`src/rtl/ula.sv`:
```
// ula: 8-bit arithmetic/logic unit with a registered 9-bit result and zero flag.
// s[8] carries the carry, borrow or shifted-out bit of the selected operation.
module ula (
    input  logic [7:0] a,
    input  logic [7:0] b,
    input  logic [2:0] opcode,
    output logic [8:0] s,
    input  logic       clk,
    input  logic       rst,
    output logic       z
);

    typedef enum logic [2:0] {
        OP_ADD = 3'b000,
        OP_SUB = 3'b001,
        OP_AND = 3'b010,
        OP_OR  = 3'b011,
        OP_XOR = 3'b100,
        OP_NOT = 3'b101,
        OP_SHL = 3'b110,
        OP_SHR = 3'b111
    } op_e;

    op_e        op;
    logic [8:0] s_d, s_q;
    logic       z_d, z_q;

    assign op = op_e'(opcode);

    // SUB wraps in 9 bits, so bit 8 of the difference is exactly the borrow (a < b).
    always_comb begin
        s_d = 9'h000;
        unique case (op)
            OP_ADD: s_d = {1'b0, a} + {1'b0, b};
            OP_SUB: s_d = {1'b0, a} - {1'b0, b};
            OP_AND: s_d = {1'b0, a & b};
            OP_OR:  s_d = {1'b0, a | b};
            OP_XOR: s_d = {1'b0, a ^ b};
            OP_NOT: s_d = {1'b0, ~a};
            OP_SHL: s_d = {a[7], a[6:0], 1'b0};
            OP_SHR: s_d = {a[0], 1'b0, a[7:1]};
            default: s_d = 9'h000;
        endcase
        z_d = (s_d[7:0] == 8'h00);
    end

    always_ff @(posedge clk) begin
        if (rst) begin
            s_q <= 9'h000;
            z_q <= 1'b1;
        end else begin
            s_q <= s_d;
            z_q <= z_d;
        end
    end

    assign s = s_q;
    assign z = z_q;

endmodule

```
`config.mk`:
```
export PLATFORM = sky130hd
export DESIGN_NAME = ula
export DESIGN_NICKNAME = d
export VERILOG_FILES = /design/src/rtl/ula.sv
export SDC_FILE = /design/constraint.sdc
export NUM_CORES = 1
export LEC_CHECK = 0
export CAP_MARGIN = 15
export CORE_MARGIN = 5
export CORE_UTILIZATION = 47
export CTS_CLUSTER_DIAMETER = 120
export DETAILED_ROUTE_END_ITERATION = 12
export PLACE_DENSITY = 0.78
export SETUP_SLACK_MARGIN = 0.4
export SYNTH_ARGS = -nofsm -noshare
export SYNTH_HDL_FRONTEND = slang
export SYNTH_SLANG_ARGS = --single-unit
```
`constraint.sdc`:
```
create_clock -name clk -period 3.4 [get_ports clk]
set_input_delay 0.68 -clock clk [delete_from_list [all_inputs] [get_ports clk]]
set_output_delay 0.68 -clock clk [all_outputs]
set_load 0.02 [all_outputs]
```
==> impl_results.md <==
- Run status: completed
- Die area: 4600 sq um
- Peak supply drop: 0.0926 mV
- Synth area leader: ha_1
- Post-synth cell types: 50
- Total Routing Usage GR: 18.0%
- Met1 Wirelength: 1880 um
- TritonRoute pass-1 iters: 4
- Commonest non-fill, non-tap cell in the layout: clkdlybuf4s50_1
- Critical Path Start: b[4]
- Final Non-Filler Cells: 302
- Met3 wire length: 280 um
- Synthesized Nets: 259
- Initial antenna violation count: 0
- Post-synth EDFFs: 0
- N_diodes: 0
- Slew @ Worst Pin: 381 ps
- Final ANT Viol Nets: 0
- LEAKAGE: 1.05 nW
- CTS Buffer Depth: 2
- Hold Vio Cnt, Final: 0
- Clock-pin slew on the worst setup and hold paths: 60 ps
- Ports: 31
- DR iter-0 viols: 113
- Worst setup path end: z$_SDFF_PP1_
- Hold_sp: opcode[1]
- Vias per inst: 5.59
- Vias in the first global route: 1406
- Max Cap Viol: 0
- DP Wirelength: 3110 um
- WL met2: 2190 um
- Final setup violation count: 0
- Clk sinks: 10
- Cells after Synth: 212
- Top Layer Used: met4
- Clk root buf: clkbuf_4
- Final #Nets: 305
- Ys async rst share: 0%
- DR vias: 1689
- First-pass GRT wire length: 6340 um
- Largest net degree at the start of global routing: 34
- Register area share after synthesis: 12.7%
- Max-Slew Margin vs Limit: 74.5%
- Share of layout cells above drive strength 1: 23.0%
- Warning count from the yosys run: 0
- Synth Register Bits: 10
- RSZ-0062 raised after global routing: no
- Top achievable clock speed: 345 MHz
- CTS tree: done
- Die width: 67.8 um
- Total congestion overflow: 0
- Num CTS Buffers: 3
- Core ar.: 3280 sq um
- Crit start category: primary input
- Tcrit/Tclk final: 85.2%
- Drt wl/cell: 14.6 um
- Htree depth: 1
- Arrival time worst endpoint: 3070 ps
- # rows: 21
- Synth area leaders: ha_1 (20%), dfxtp_1 (13%), inv_1 (5.3%), nand2_1 (4.5%), xnor2_1 (4.5%)
- Prevailing post-synth register cell: dfxtp_1
- Commonest cells after routing, fill and taps aside: clkdlybuf4s50_1 (23), ha_1 (22), buf_4 (21)
- Die H: 67.8 um
- Crit path kind: in -> reg
- Initial Util: 47.8%
- Slew Limit Fails: 0
- Cell Pwr Density: 260 nW/um^2
- Critical Path Sink Type: flip-flop
- Port Buf Inserts: 30
- Critical path fanouts, max: 5
- Fin Setup TNS: 0 ps
- GP Congestion: 0.834
- Yosys top cell area share: 19.9%
- Hold crit path type: in -> reg
- Remaining DRCs: 0
- Routed WL: 4420 um
- Syn Std Cell Area: 1570 sq um
- Placed Instances: 287
- Tmin final: 2900 ps
- Area growth syn-to-layout: 40.6%
- Syn avg cell area: 7.41 sq um
- Data required time at the worst endpoint: 3570 ps
sequential cells by signal, summed over array words and instances, names as in the netlist:
name	count
z	1
s	9
worst min path at each step:
stage / to / slack (ps) / cells after the start
3_3_place_gp: s[4]$_SDFF_PP0_ / 1460 / 2
3_5_place_dp: s[4]$_SDFF_PP0_ / 1470 / 2
2_1_floorplan: s[8]$_SDFF_PP0_ / 910 / 2
5_1_grt: s[8]$_SDFF_PP0_ / 1090 / 4
4_1_cts: s[4]$_SDFF_PP0_ / 1190 / 2
6_report: s[8]$_SDFF_PP0_ / 1060 / 4
routing by layer:
metal,up-vias,GRT usage [%]
li1,839,-
met3,9,0.666
met2,68,31.1
met4,0,7.44
met1,773,23.4
met5,-,0
report_power, final:
| part | switching, mW | total (mW) | internal [mW] |
|---|---|---|---|
| Combinational | 0.192 | 0.366 | 0.174 |
| Clock | 0.0358 | 0.0764 | 0.0406 |
| Sequential | 0.00228 | 0.131 | 0.129 |
critical path, stage by stage:
cell and delay, ps:
clkdlybuf4s50_1 520, inv_2 80, nand4_1 120, nand2_1 80
xnor2_1 130, ha_1 210, buf_4 160, or3_1 340
nor3_1 190, a41o_1 190, nor4_4 50, o41ai_2 300
logic make-up (layout without fill, tap and decap cells):
| group | after synthesis | after routing | share of synthesized area [%] |
|---|---|---|---|
| AO/OA/AOI/OAI | 52 | 52 | 22.8 |
| flip-flops | 10 | 10 | 12.7 |
| multiplexers | 8 | 8 | 5.98 |
| buffers and inverters | 33 | 77 | 8.84 |
| XOR/XNOR | 9 | 9 | 5.02 |
| adder cells (fa/ha/maj) | 26 | 26 | 21.2 |
| AND/OR/NAND/NOR | 74 | 74 | 23.4 |
final cells by class:
class | count | area [sq um]
Multi-Input combinational cell | 169 | 1360
Sequential cell | 10 | 200
Fill cell | 277 | 1080
Inverter | 22 | 82.6
Clock buffer | 3 | 22.5
Timing Repair Buffer | 52 | 483
Tap cell | 46 | 57.6
synthesized netlist by cell type (all sizes together) (3+ instances only):
cell / number
a211oi: 4
a21oi: 11
a221oi: 4
a31oi: 3
and2: 5
buf: 8
clkbuf: 3
dfxtp: 10
ha: 25
inv: 22
mux2i: 6
nand2: 19
nand2b: 5
nand3: 4
nand4: 4
nor2: 18
nor3: 6
o21ai: 13
o31ai: 3
xnor2: 8
what timing repair did:
| item | in CTS | in global routing |
|---|---|---|
| setup buffers | 6 | 6 |
| hold buffers | 0 | 0 |
| gates resized for setup | 9 | 25 |
| setup endpoints to repair | 3 | 6 |
| pin swaps | 5 | 16 |
per-stage QoR:
stage | worst slack (ps) | power [mW] | cell area [sq um] | utilization (%) | hold slack (ps)
after global placement | 94.0 | 0.422 | 1970 | 60.1 | 1460
after detailed placement | 40.6 | 0.428 | 1970 | 60.1 | 1470
after global routing | 377 | 0.608 | 2210 | 67.2 | 1090
after floorplan | 425 | 0.330 | 1600 | - | 909
final | 504 | 0.574 | 2210 | 67.2 | 1060
after CTS | 407 | 0.534 | 2080 | 63.3 | 1190
Power figures use the tool's default switching activity.
